[src/rtl/execute_stage_mdu_pkg.sv]
// Shared encodings for the execute stage: MDU ops, forwarding selects,
// MDU FSM states and ALU control codes.
package execute_stage_mdu_pkg;

    typedef logic [2:0] mdu_op_t;
    localparam mdu_op_t MDU_NONE  = 3'd0;
    localparam mdu_op_t MDU_MULTU = 3'd1;
    localparam mdu_op_t MDU_MULT  = 3'd2;
    localparam mdu_op_t MDU_DIVU  = 3'd3;
    localparam mdu_op_t MDU_DIV   = 3'd4;
    localparam mdu_op_t MDU_MFHI  = 3'd5;
    localparam mdu_op_t MDU_MFLO  = 3'd6;

    typedef logic [1:0] fwd_sel_t;
    localparam fwd_sel_t FWD_REG = 2'd0;
    localparam fwd_sel_t FWD_MEM = 2'd1;
    localparam fwd_sel_t FWD_WB  = 2'd2;

    typedef logic [1:0] mdu_state_t;
    localparam mdu_state_t ST_IDLE = 2'd0;
    localparam mdu_state_t ST_BUSY = 2'd1;
    localparam mdu_state_t ST_DONE = 2'd2;

    typedef logic [5:0] alu_ctrl_t;
    localparam alu_ctrl_t ALU_SLL  = 6'h00;
    localparam alu_ctrl_t ALU_SRL  = 6'h02;
    localparam alu_ctrl_t ALU_SRA  = 6'h03;
    localparam alu_ctrl_t ALU_ADD  = 6'h20;
    localparam alu_ctrl_t ALU_ADDU = 6'h21;
    localparam alu_ctrl_t ALU_SUB  = 6'h22;
    localparam alu_ctrl_t ALU_SUBU = 6'h23;
    localparam alu_ctrl_t ALU_AND  = 6'h24;
    localparam alu_ctrl_t ALU_OR   = 6'h25;
    localparam alu_ctrl_t ALU_XOR  = 6'h26;
    localparam alu_ctrl_t ALU_NOR  = 6'h27;
    localparam alu_ctrl_t ALU_SLT  = 6'h2A;
    localparam alu_ctrl_t ALU_SLTU = 6'h2B;

    // True for the ops that occupy the iterative unit
    function automatic logic is_mdu_arith(input mdu_op_t op);
        return (op == MDU_MULTU) || (op == MDU_MULT) ||
               (op == MDU_DIVU)  || (op == MDU_DIV);
    endfunction

endpackage

[src/rtl/execute_stage_mdu_if.sv]
// Decode-to-execute and execute-to-memory signal bundle.
interface execute_stage_mdu_if #(
    parameter int DATA_W  = 32,
    parameter int IMM_W   = 16,
    parameter int SHAMT_W = 5,
    parameter int CTRL_W  = 6
);
    logic                i_valid;
    logic                o_ready;
    logic                i_hold;
    logic                i_flush;
    logic [DATA_W-1:0]   i_op1;
    logic [DATA_W-1:0]   i_op2;
    logic [DATA_W-1:0]   i_fwd_mem;
    logic [DATA_W-1:0]   i_fwd_wb;
    logic [1:0]          i_fwd_sel1;
    logic [1:0]          i_fwd_sel2;
    logic [IMM_W-1:0]    i_imm;
    logic [SHAMT_W-1:0]  i_shamt;
    logic                i_extop;
    logic                i_alusrc1;
    logic                i_alusrc2;
    logic [CTRL_W-1:0]   i_aluctrl;
    logic [2:0]          i_mduop;
    logic                o_valid;
    logic [DATA_W-1:0]   o_alures;
    logic [DATA_W-1:0]   o_op2;
    logic                o_ovf;
    logic                o_zf;
    logic                o_mdu_busy;

    modport master (
        output i_valid, i_hold, i_flush, i_op1, i_op2, i_fwd_mem, i_fwd_wb,
               i_fwd_sel1, i_fwd_sel2, i_imm, i_shamt, i_extop, i_alusrc1,
               i_alusrc2, i_aluctrl, i_mduop,
        input  o_ready, o_valid, o_alures, o_op2, o_ovf, o_zf, o_mdu_busy
    );

    modport slave (
        input  i_valid, i_hold, i_flush, i_op1, i_op2, i_fwd_mem, i_fwd_wb,
               i_fwd_sel1, i_fwd_sel2, i_imm, i_shamt, i_extop, i_alusrc1,
               i_alusrc2, i_aluctrl, i_mduop,
        output o_ready, o_valid, o_alures, o_op2, o_ovf, o_zf, o_mdu_busy
    );
endinterface

[src/rtl/execute_stage_mdu_mdu_iter.sv]
// Iterative multiply/divide unit: one bit per cycle on magnitudes,
// sign fix-up and HI/LO write in the DONE cycle.
module mdu_iter
    import execute_stage_mdu_pkg::*;
#(
    parameter int DATA_W = 32,
    parameter int CNT_W  = 5
) (
    input  logic              clk,
    input  logic              rst_n,
    input  logic              start,
    input  logic              hold,
    input  mdu_op_t           op,
    input  logic [DATA_W-1:0] op_a,
    input  logic [DATA_W-1:0] op_b,
    output logic              busy,
    output logic              done,
    output logic [DATA_W-1:0] hi,
    output logic [DATA_W-1:0] lo
);

    mdu_state_t            state;
    logic [CNT_W-1:0]      cnt;
    logic [2*DATA_W-1:0]   acc;
    logic [DATA_W-1:0]     opb_mag;
    logic [DATA_W-1:0]     dividend_raw;
    logic                  is_div;
    logic                  neg_main;
    logic                  neg_rem;
    logic                  div_zero;

    logic                  signed_op;
    logic                  a_neg;
    logic                  b_neg;
    logic [DATA_W-1:0]     a_mag;
    logic [DATA_W-1:0]     b_mag;
    logic [DATA_W-1:0]     acc_hi;
    logic [DATA_W-1:0]     acc_lo;
    logic [DATA_W:0]       mul_sum;
    logic [DATA_W:0]       div_sh;
    logic [DATA_W:0]       div_diff;
    logic [2*DATA_W-1:0]   acc_step;
    logic [2*DATA_W-1:0]   prod_fix;
    logic [DATA_W-1:0]     quot_fix;
    logic [DATA_W-1:0]     rem_fix;

    assign busy = (state == ST_BUSY);
    assign done = (state == ST_DONE);

    // Operand magnitudes latched at start
    always_comb begin
        signed_op = (op == MDU_MULT) || (op == MDU_DIV);
        a_neg     = signed_op & op_a[DATA_W-1];
        b_neg     = signed_op & op_b[DATA_W-1];
        a_mag     = a_neg ? -op_a : op_a;
        b_mag     = b_neg ? -op_b : op_b;
    end

    // One iteration: shift-add multiply (low half holds the multiplier)
    // or restoring divide (low half holds the dividend, quotient shifts in)
    always_comb begin
        acc_hi   = acc[2*DATA_W-1:DATA_W];
        acc_lo   = acc[DATA_W-1:0];
        mul_sum  = {1'b0, acc_hi} + (acc_lo[0] ? {1'b0, opb_mag} : '0);
        div_sh   = {acc_hi, acc_lo[DATA_W-1]};
        div_diff = div_sh - {1'b0, opb_mag};
        if (is_div) begin
            if (div_diff[DATA_W])
                acc_step = {div_sh[DATA_W-1:0], acc_lo[DATA_W-2:0], 1'b0};
            else
                acc_step = {div_diff[DATA_W-1:0], acc_lo[DATA_W-2:0], 1'b1};
        end else begin
            acc_step = {mul_sum, acc_lo[DATA_W-1:1]};
        end
        prod_fix = neg_main ? -acc : acc;
        quot_fix = neg_main ? -acc_lo : acc_lo;
        rem_fix  = neg_rem ? -acc_hi : acc_hi;
    end

    // FSM, counter, datapath and HI/LO registers
    always_ff @(posedge clk or negedge rst_n) begin
        if (!rst_n) begin
            state        <= ST_IDLE;
            cnt          <= '0;
            acc          <= '0;
            opb_mag      <= '0;
            dividend_raw <= '0;
            is_div       <= 1'b0;
            neg_main     <= 1'b0;
            neg_rem      <= 1'b0;
            div_zero     <= 1'b0;
            hi           <= '0;
            lo           <= '0;
        end else begin
            case (state)
                ST_IDLE: begin
                    if (start) begin
                        state        <= ST_BUSY;
                        cnt          <= '0;
                        acc          <= {{DATA_W{1'b0}}, a_mag};
                        opb_mag      <= b_mag;
                        dividend_raw <= op_a;
                        is_div       <= (op == MDU_DIVU) || (op == MDU_DIV);
                        neg_main     <= a_neg ^ b_neg;
                        neg_rem      <= a_neg;
                        div_zero     <= (op_b == '0);
                    end
                end
                ST_BUSY: begin
                    if (!hold) begin
                        acc <= acc_step;
                        if (cnt == CNT_W'(DATA_W - 1)) begin
                            state <= ST_DONE;
                            cnt   <= '0;
                        end else begin
                            cnt <= cnt + 1'b1;
                        end
                    end
                end
                ST_DONE: begin
                    state <= ST_IDLE;
                    if (!is_div) begin
                        {hi, lo} <= prod_fix;
                    end else if (div_zero) begin
                        hi <= dividend_raw;
                        lo <= '1;
                    end else begin
                        hi <= rem_fix;
                        lo <= quot_fix;
                    end
                end
                default: state <= ST_IDLE;
            endcase
        end
    end

endmodule

[src/rtl/execute_stage_mdu.sv]
// Registered MIPS execute stage: forwarding, operand selection, ALU,
// iterative MDU with HI/LO, and the EX/MEM pipeline register.
module execute_stage_mdu
    import execute_stage_mdu_pkg::*;
#(
    parameter int DATA_W  = 32,
    parameter int IMM_W   = 16,
    parameter int SHAMT_W = 5,
    parameter int CTRL_W  = 6
) (
    input  logic                 i_clk,
    input  logic                 i_rst_n,
    execute_stage_mdu_if.slave   ex
);

    logic [DATA_W-1:0] fwd1;
    logic [DATA_W-1:0] fwd2;
    logic [DATA_W-1:0] src_a;
    logic [DATA_W-1:0] src_b;
    logic [DATA_W-1:0] imm_ext;
    logic [DATA_W-1:0] alu_res;
    logic              alu_ovf;
    logic [DATA_W-1:0] res_next;
    logic              ovf_next;
    logic [DATA_W-1:0] hi;
    logic [DATA_W-1:0] lo;
    logic              mdu_busy;
    logic              mdu_done;
    logic              ready;
    logic              accept;
    logic              mdu_start;

    assign ready         = ~(mdu_busy | mdu_done);
    assign ex.o_ready    = ready;
    assign ex.o_mdu_busy = mdu_busy;
    assign accept        = ex.i_valid & ready & ~ex.i_hold;
    assign mdu_start     = accept & ~ex.i_flush & is_mdu_arith(ex.i_mduop);
    assign imm_ext       = {{(DATA_W-IMM_W){ex.i_extop & ex.i_imm[IMM_W-1]}}, ex.i_imm};

    // Forwarding ahead of the source-select muxes
    always_comb begin
        case (ex.i_fwd_sel1)
            FWD_MEM: fwd1 = ex.i_fwd_mem;
            FWD_WB:  fwd1 = ex.i_fwd_wb;
            default: fwd1 = ex.i_op1;
        endcase
        case (ex.i_fwd_sel2)
            FWD_MEM: fwd2 = ex.i_fwd_mem;
            FWD_WB:  fwd2 = ex.i_fwd_wb;
            default: fwd2 = ex.i_op2;
        endcase
        src_a = ex.i_alusrc1 ? {{(DATA_W-SHAMT_W){1'b0}}, ex.i_shamt} : fwd1;
        src_b = ex.i_alusrc2 ? imm_ext : fwd2;
    end

    // ALU; overflow only meaningful for signed add/sub
    always_comb begin
        alu_res = '0;
        alu_ovf = 1'b0;
        case (alu_ctrl_t'(ex.i_aluctrl))
            ALU_ADD: begin
                alu_res = src_a + src_b;
                alu_ovf = (src_a[DATA_W-1] == src_b[DATA_W-1]) &&
                          (alu_res[DATA_W-1] != src_a[DATA_W-1]);
            end
            ALU_ADDU: alu_res = src_a + src_b;
            ALU_SUB: begin
                alu_res = src_a - src_b;
                alu_ovf = (src_a[DATA_W-1] != src_b[DATA_W-1]) &&
                          (alu_res[DATA_W-1] != src_a[DATA_W-1]);
            end
            ALU_SUBU: alu_res = src_a - src_b;
            ALU_AND:  alu_res = src_a & src_b;
            ALU_OR:   alu_res = src_a | src_b;
            ALU_XOR:  alu_res = src_a ^ src_b;
            ALU_NOR:  alu_res = ~(src_a | src_b);
            ALU_SLT:  alu_res = {{(DATA_W-1){1'b0}}, $signed(src_a) < $signed(src_b)};
            ALU_SLTU: alu_res = {{(DATA_W-1){1'b0}}, src_a < src_b};
            ALU_SLL:  alu_res = src_b << src_a[SHAMT_W-1:0];
            ALU_SRL:  alu_res = src_b >> src_a[SHAMT_W-1:0];
            ALU_SRA:  alu_res = $signed(src_b) >>> src_a[SHAMT_W-1:0];
            default:  alu_res = '0;
        endcase
    end

    // Result select: HI/LO moves, zero for issuing MDU ops, else ALU
    always_comb begin
        res_next = alu_res;
        ovf_next = alu_ovf;
        case (mdu_op_t'(ex.i_mduop))
            MDU_MFHI: begin res_next = hi; ovf_next = 1'b0; end
            MDU_MFLO: begin res_next = lo; ovf_next = 1'b0; end
            MDU_MULTU, MDU_MULT, MDU_DIVU, MDU_DIV: begin
                res_next = '0;
                ovf_next = 1'b0;
            end
            default: ;
        endcase
    end

    mdu_iter #(
        .DATA_W (DATA_W),
        .CNT_W  (SHAMT_W)
    ) u_mdu (
        .clk   (i_clk),
        .rst_n (i_rst_n),
        .start (mdu_start),
        .hold  (ex.i_hold),
        .op    (mdu_op_t'(ex.i_mduop)),
        .op_a  (fwd1),
        .op_b  (fwd2),
        .busy  (mdu_busy),
        .done  (mdu_done),
        .hi    (hi),
        .lo    (lo)
    );

    // EX/MEM register; flush beats hold for the valid bit
    always_ff @(posedge i_clk or negedge i_rst_n) begin
        if (!i_rst_n) begin
            ex.o_valid  <= 1'b0;
            ex.o_alures <= '0;
            ex.o_op2    <= '0;
            ex.o_ovf    <= 1'b0;
            ex.o_zf     <= 1'b0;
        end else if (ex.i_flush) begin
            ex.o_valid <= 1'b0;
        end else if (!ex.i_hold) begin
            ex.o_valid <= accept;
            if (accept) begin
                ex.o_alures <= res_next;
                ex.o_op2    <= fwd2;
                ex.o_ovf    <= ovf_next;
                ex.o_zf     <= (res_next == '0);
            end
        end
    end

endmodule

[src/flat_wrapper.sv]
// flat-port wrapper written by rule: the top's interface ports become plain ports
module execute_stage_mdu_flat import execute_stage_mdu_pkg::*;
#(
    parameter int DATA_W  = 32,
    parameter int IMM_W   = 16,
    parameter int SHAMT_W = 5,
    parameter int CTRL_W  = 6
)
  (i_clk, i_rst_n, ex_i_valid, ex_i_hold, ex_i_flush, ex_i_op1, ex_i_op2, ex_i_fwd_mem, ex_i_fwd_wb, ex_i_fwd_sel1, ex_i_fwd_sel2, ex_i_imm, ex_i_shamt, ex_i_extop, ex_i_alusrc1, ex_i_alusrc2, ex_i_aluctrl, ex_i_mduop, ex_o_ready, ex_o_valid, ex_o_alures, ex_o_op2, ex_o_ovf, ex_o_zf, ex_o_mdu_busy);
  execute_stage_mdu_if #(.DATA_W(DATA_W), .IMM_W(IMM_W), .SHAMT_W(SHAMT_W), .CTRL_W(CTRL_W)) ex_i ();
  input  logic i_clk;
  input  logic i_rst_n;
  input wire logic [$bits(ex_i.i_valid)-1:0] ex_i_valid;
  input wire logic [$bits(ex_i.i_hold)-1:0] ex_i_hold;
  input wire logic [$bits(ex_i.i_flush)-1:0] ex_i_flush;
  input wire logic [$bits(ex_i.i_op1)-1:0] ex_i_op1;
  input wire logic [$bits(ex_i.i_op2)-1:0] ex_i_op2;
  input wire logic [$bits(ex_i.i_fwd_mem)-1:0] ex_i_fwd_mem;
  input wire logic [$bits(ex_i.i_fwd_wb)-1:0] ex_i_fwd_wb;
  input wire logic [$bits(ex_i.i_fwd_sel1)-1:0] ex_i_fwd_sel1;
  input wire logic [$bits(ex_i.i_fwd_sel2)-1:0] ex_i_fwd_sel2;
  input wire logic [$bits(ex_i.i_imm)-1:0] ex_i_imm;
  input wire logic [$bits(ex_i.i_shamt)-1:0] ex_i_shamt;
  input wire logic [$bits(ex_i.i_extop)-1:0] ex_i_extop;
  input wire logic [$bits(ex_i.i_alusrc1)-1:0] ex_i_alusrc1;
  input wire logic [$bits(ex_i.i_alusrc2)-1:0] ex_i_alusrc2;
  input wire logic [$bits(ex_i.i_aluctrl)-1:0] ex_i_aluctrl;
  input wire logic [$bits(ex_i.i_mduop)-1:0] ex_i_mduop;
  output wire logic [$bits(ex_i.o_ready)-1:0] ex_o_ready;
  output wire logic [$bits(ex_i.o_valid)-1:0] ex_o_valid;
  output wire logic [$bits(ex_i.o_alures)-1:0] ex_o_alures;
  output wire logic [$bits(ex_i.o_op2)-1:0] ex_o_op2;
  output wire logic [$bits(ex_i.o_ovf)-1:0] ex_o_ovf;
  output wire logic [$bits(ex_i.o_zf)-1:0] ex_o_zf;
  output wire logic [$bits(ex_i.o_mdu_busy)-1:0] ex_o_mdu_busy;
  assign ex_i.i_valid = ex_i_valid;
  assign ex_i.i_hold = ex_i_hold;
  assign ex_i.i_flush = ex_i_flush;
  assign ex_i.i_op1 = ex_i_op1;
  assign ex_i.i_op2 = ex_i_op2;
  assign ex_i.i_fwd_mem = ex_i_fwd_mem;
  assign ex_i.i_fwd_wb = ex_i_fwd_wb;
  assign ex_i.i_fwd_sel1 = ex_i_fwd_sel1;
  assign ex_i.i_fwd_sel2 = ex_i_fwd_sel2;
  assign ex_i.i_imm = ex_i_imm;
  assign ex_i.i_shamt = ex_i_shamt;
  assign ex_i.i_extop = ex_i_extop;
  assign ex_i.i_alusrc1 = ex_i_alusrc1;
  assign ex_i.i_alusrc2 = ex_i_alusrc2;
  assign ex_i.i_aluctrl = ex_i_aluctrl;
  assign ex_i.i_mduop = ex_i_mduop;
  assign ex_o_ready = ex_i.o_ready;
  assign ex_o_valid = ex_i.o_valid;
  assign ex_o_alures = ex_i.o_alures;
  assign ex_o_op2 = ex_i.o_op2;
  assign ex_o_ovf = ex_i.o_ovf;
  assign ex_o_zf = ex_i.o_zf;
  assign ex_o_mdu_busy = ex_i.o_mdu_busy;
  execute_stage_mdu #(.DATA_W(DATA_W), .IMM_W(IMM_W), .SHAMT_W(SHAMT_W), .CTRL_W(CTRL_W)) u_core (.i_clk(i_clk), .i_rst_n(i_rst_n), .ex(ex_i));
endmodule
[config.mk]
export PLATFORM = sky130hd
export DESIGN_NAME = execute_stage_mdu_flat
export DESIGN_NICKNAME = d
export VERILOG_FILES = /design/src/rtl/execute_stage_mdu_pkg.sv /design/src/rtl/execute_stage_mdu_if.sv /design/src/rtl/execute_stage_mdu_mdu_iter.sv /design/src/rtl/execute_stage_mdu.sv /design/src/flat_wrapper.sv
export SDC_FILE = /design/constraint.sdc
export NUM_CORES = 2
export LEC_CHECK = 0
export BUFFER_PORTS_ARGS = -buffer_cell sky130_fd_sc_hd__buf_2
export CAP_MARGIN = 20
export CORE_UTILIZATION = 45
export CTS_BUF_LIST = sky130_fd_sc_hd__clkbuf_16
export CTS_CLUSTER_SIZE = 12
export DETAILED_ROUTE_END_ITERATION = 10
export PLACE_DENSITY = 0.72
export SLEW_MARGIN = 20
export SYNTH_ARGS = -nofsm -noshare
export SYNTH_HDL_FRONTEND = slang
export SYNTH_HIERARCHICAL = 1
export SYNTH_SLANG_ARGS = --single-unit
[constraint.sdc]
create_clock -name i_clk -period 4.65 [get_ports i_clk]
set_clock_uncertainty 0.1 [all_clocks]
set_input_delay 0.93 -clock i_clk [delete_from_list [all_inputs] [get_ports i_clk]]
set_output_delay 0.93 -clock i_clk [all_outputs]
set_load 0.005 [all_outputs]
==> flow_summary_export.csv <==
group,metric,value,unit
sta,timing.max_slew.rel_slack,15.77,%
clocking,clock_tree.buffer_depth,3,
synth,synth.net_count,4582,
synth,postSynthRegisterBits,270,
sta,setup-tns-final,-0.7038,ns
clocking,cts_tree,"done",
synth,synth-simple-area-share,20.11,%
detailed_routing,remaining_drc_errors,0,
worst_setup_path,end_kind,"flip-flop",
clocking,clockRootBuffer,"clkbuf_16",
synth,synthesis.yosys.warnings,6,
worst_setup_path,timing.critical_path.fanout_max,5,
floorplan,die_width,268.5,um
worst_setup_path,worst-endpoint-arrival,5.52,ns
floorplan,floorplan.die_area,72100,um^2
floorplan,num_io_pins,239,
worst_setup_path,setup.worst_path.class,"primary input to flip-flop",
synth,synth_edf_count,0,
sta,drv_slew,0,
detailed_routing,antenna_violating_nets_post_route,0,
synth,synth_cells,4231,
worst_setup_path,path_cells,"buf_8 -> inv_4 -> ha_4 -> buf_12 -> nor2b_4 -> buf_12 -> buf_8 -> a221oi_4 -> buf_6 -> buf_6 -> inv_8 -> ha_4 -> o21ai_2 -> o21ai_2 -> a222oi_1 -> o221ai_1 -> a311o_1 -> a21oi_2 -> a31oi_2 -> or3_1 -> nor4_2 -> a32o_1",
final_layout,fin_nets,5559,
worst_setup_path,crit_required,5.07,ns
synth,synth-seq-area-share,21.14,%
synth,syn-mean-instance-area,7.555,um^2
synth,netlist_area,31960,um^2
sta,final_hold_slack,0.2760,ns
synth,largest_family_of_logic_cells_by_synthesized_area,"compound AO/OA/AOI/OAI gates",
detailed_routing,routedWlPerCell,29.41,um
synth,synth_ff_type,"dfrtp_1",
global_route,largest_net_degree_at_the_start_of_global_routing,105,
final_layout,drive_above_1_share,33.85,%
run,max_cap_viol_count,0,
final_layout,layout.cells.most_common,"buf_4",
power_and_ir_drop,power.static_leakage,20.41,nW
power_and_ir_drop,total_power_per_unit_cell_area,373.4,nW/um^2
sta,worst_pin_slew,1.252,ns
detailed_routing,drtIter0Drc,5070,
synth,synth_cell_type_count,110,
synth,yosys-mux-area-fraction,9.132,%
worst_setup_path,slowest_stage,"a222oi_1",
global_route,globalRoute.totalOverflow,0,
synth,synth_async_sr_flop_share,100.0,%
final_layout,most-common-layout-cells,"930 x buf_4, 485 x nand2_1, 371 x nor2_1",
clocking,cts_buffers,36,
sta,highest_clock_frequency_the_design_can_meet,196.3,MHz
synth,synth_top_area_share,21.14,%
place,dpl.hpwl,142.3,mm
sta,final.min_clock_period,5.094,ns
worst_setup_path,cpPeakStageDelay,0.76,ns
sta,finalWorstSetupSlack,-0.4444,ns
sta,grt_setup_unrepaired,"true",
clocking,clk_pin_slew,0.07,ns
synth,synth_compound_gate_area_share,29.71,%
detailed_routing,vias_per_cell,6.459,
final_layout,synthToLayoutAreaGrowth,38.89,%
sta,timing.final.hold_violations,0,
worst_setup_path,timing.critical_path.from_type,"primary input",
detailed_routing,drt-total-wl,181.9,mm
floorplan,die-height,268.5,um
synth,synth-adder-area-share,7.179,%
worst_hold_path,worst_hold_path_type,"primary input to asynchronous set/reset pin",
synth,synth_xor_xnor_area_share,6.056,%
place,gpl.final_weighted_congestion,1.145,
synth,ys_top_cells_by_area,"dfrtp_1 21%, ha_1 6.9%, nand2_1 5.7%, mux2i_1 5.2%, a21oi_1 5.1%",
global_route,antenna_found_initial,10,
sta,timing.final.crit_share,109.6,%
power_and_ir_drop,vdd.ir_drop.worst,0.7330,mV
global_route,grt_pass1_wl,257.6,mm
synth,biggest_area_consumer_among_synthesized_cells,"dfrtp_1",
detailed_routing,drt_pass1_iterations,11,
sta,setup_viol,5,
global_route,first_global_vias,37560,
worst_setup_path,critical_path_buf_inv_count,8,
floorplan,start_util,45.57,%
run_status,status,"complete, but fails checks",
clocking,clock_tree.htree_level_count,2,
floorplan,placeableCoreArea,70150,um^2
detailed_routing,route.vias.total,39940,
clocking,cts_num_sinks,270,
place,port-buffer-count,238,
global_route,grt_use_total,49.19,%
clocking,clock_latency,0.60,ns
run_status,violations_in_the_final_reports,"setup timing",
floorplan,floorplan.rows,97,
worst_setup_path,timing.critical_path.max_delay_family,"compound AO/OA/AOI/OAI gates",
==> metrics by stage <==
step                worst slack (ns)  utilization [%]  power, mW  cells  cell area, um^2
floorplan                    -0.5138                -      9.016   4231            32520
global placement              -1.414            58.32      12.76   6037            40910
detailed placement            -1.462            58.32      12.87   6037            40910
CTS                          -0.2811            61.71      15.95   6134            43290
global route                 -0.4173            63.26      17.33   6178            44380
finish                       -0.4444            63.28      16.58   6184            44390
==> cells in the mapped netlist (55+ instances only) <==
library cell,count
a22o_1,55
nor3_1,96
nand2_1,485
a22oi_1,75
clkbuf_1,219
o21ai_0,325
a21oi_1,325
o31ai_1,55
a31oi_1,64
mux2i_1,166
xor2_1,108
mux2_2,87
ha_1,177
dfrtp_1,270
nor2_1,392
xnor2_1,113
nand3_1,78
nand2b_1,67
inv_1,167
==> registers in the layout, indices dropped and copies added, names as in the netlist <==
signal                     cells
u_core/u_mdu/neg_main          1
u_core/ex.o_valid              1
u_core/u_mdu/acc              64
u_core/u_mdu/opb_mag          32
u_core/ex.o_zf                 1
u_core/ex.o_ovf                1
u_core/u_mdu/state             2
u_core/ex.o_alures            32
u_core/u_mdu/dividend_raw     32
u_core/u_mdu/div_zero          1
u_core/u_mdu/is_div            1
u_core/u_mdu/hi               32
u_core/ex.o_op2               32
u_core/u_mdu/neg_rem           1
u_core/u_mdu/lo               32
u_core/u_mdu/cnt               5
==> worst paths after layout <==
kind                                                         from                            endpoint  slack [ns]  cells past startpoint
worst max-delay path                             ex_i_fwd_sel2[0]          u_core/ex.o_zf$_DFFE_PN0P_       -0.44                     22
worst min-delay path                                      i_rst_n  u_core/ex.o_alures[29]$_DFFE_PN0P_        0.28                      1
worst max register to register   u_core/u_mdu/acc[31]$_DFFE_PN0P_    u_core/u_mdu/acc[62]$_DFFE_PN0P_        0.33                     12
worst min register to register  u_core/ex.o_alures[1]$_DFFE_PN0P_   u_core/ex.o_alures[1]$_DFFE_PN0P_        0.38                      2
max in group asynchronous                                 i_rst_n   u_core/ex.o_alures[9]$_DFFE_PN0P_        3.20                      2
min in group i_clk              u_core/ex.o_alures[1]$_DFFE_PN0P_   u_core/ex.o_alures[1]$_DFFE_PN0P_        0.38                      2
==> what timing repair did <==
item                       CTS  global route
buffers inserted            28            41
gates resized for setup    166           163
gates cloned                 5             1
hold buffers                 0             0
setup endpoints to repair   21            21
pin swaps                   64            76
==> power breakdown <==
group / switching, mW / total [mW] / internal (mW) / leakage, nW
clock network: 1.27 / 2.83 / 1.56 / 0.585
registers: 0.761 / 3.57 / 2.81 / 3.63
logic: 5.86 / 10.2 / 4.32 / 16.2
==> area by class of cell <==
type                       instances  area, um^2
sequential                       270        6763
tap                              940        1176
multi-input combinational       3452       24820
clock buffer                      36       900.9
timing repair buffer            1256        9689
inverter                         192       750.7
clock inverter                    29       267.8
fill                            6326       25760
antenna                            9       22.52
==> routing by layer <==
| layer | GRT usage (%) | up-vias | part of all wire, % |
|---|---|---|---|
| met5 | 0 | - | 0.044 |
| met4 | 43.20 | 6 | 11 |
| li1 | - | 17460 | - |
| met3 | 13.84 | 813 | 10 |
| met1 | 56.60 | 19080 | 36 |
| met2 | 74.88 | 2592 | 43 |
==> kinds of logic (layout without fill, tap and decap cells) <==
group,count (synthesis),after routing
adder cells (fa/ha/maj),181,181
buffers and inverters,509,1513
flip-flops,270,270
multiplexers,267,267
AND/OR/NAND/NOR,1390,1390
XOR/XNOR,221,221
AO/OA/AOI/OAI,1393,1393
other,0,9
No activity file was read; power rests on OpenSTA's default activity.
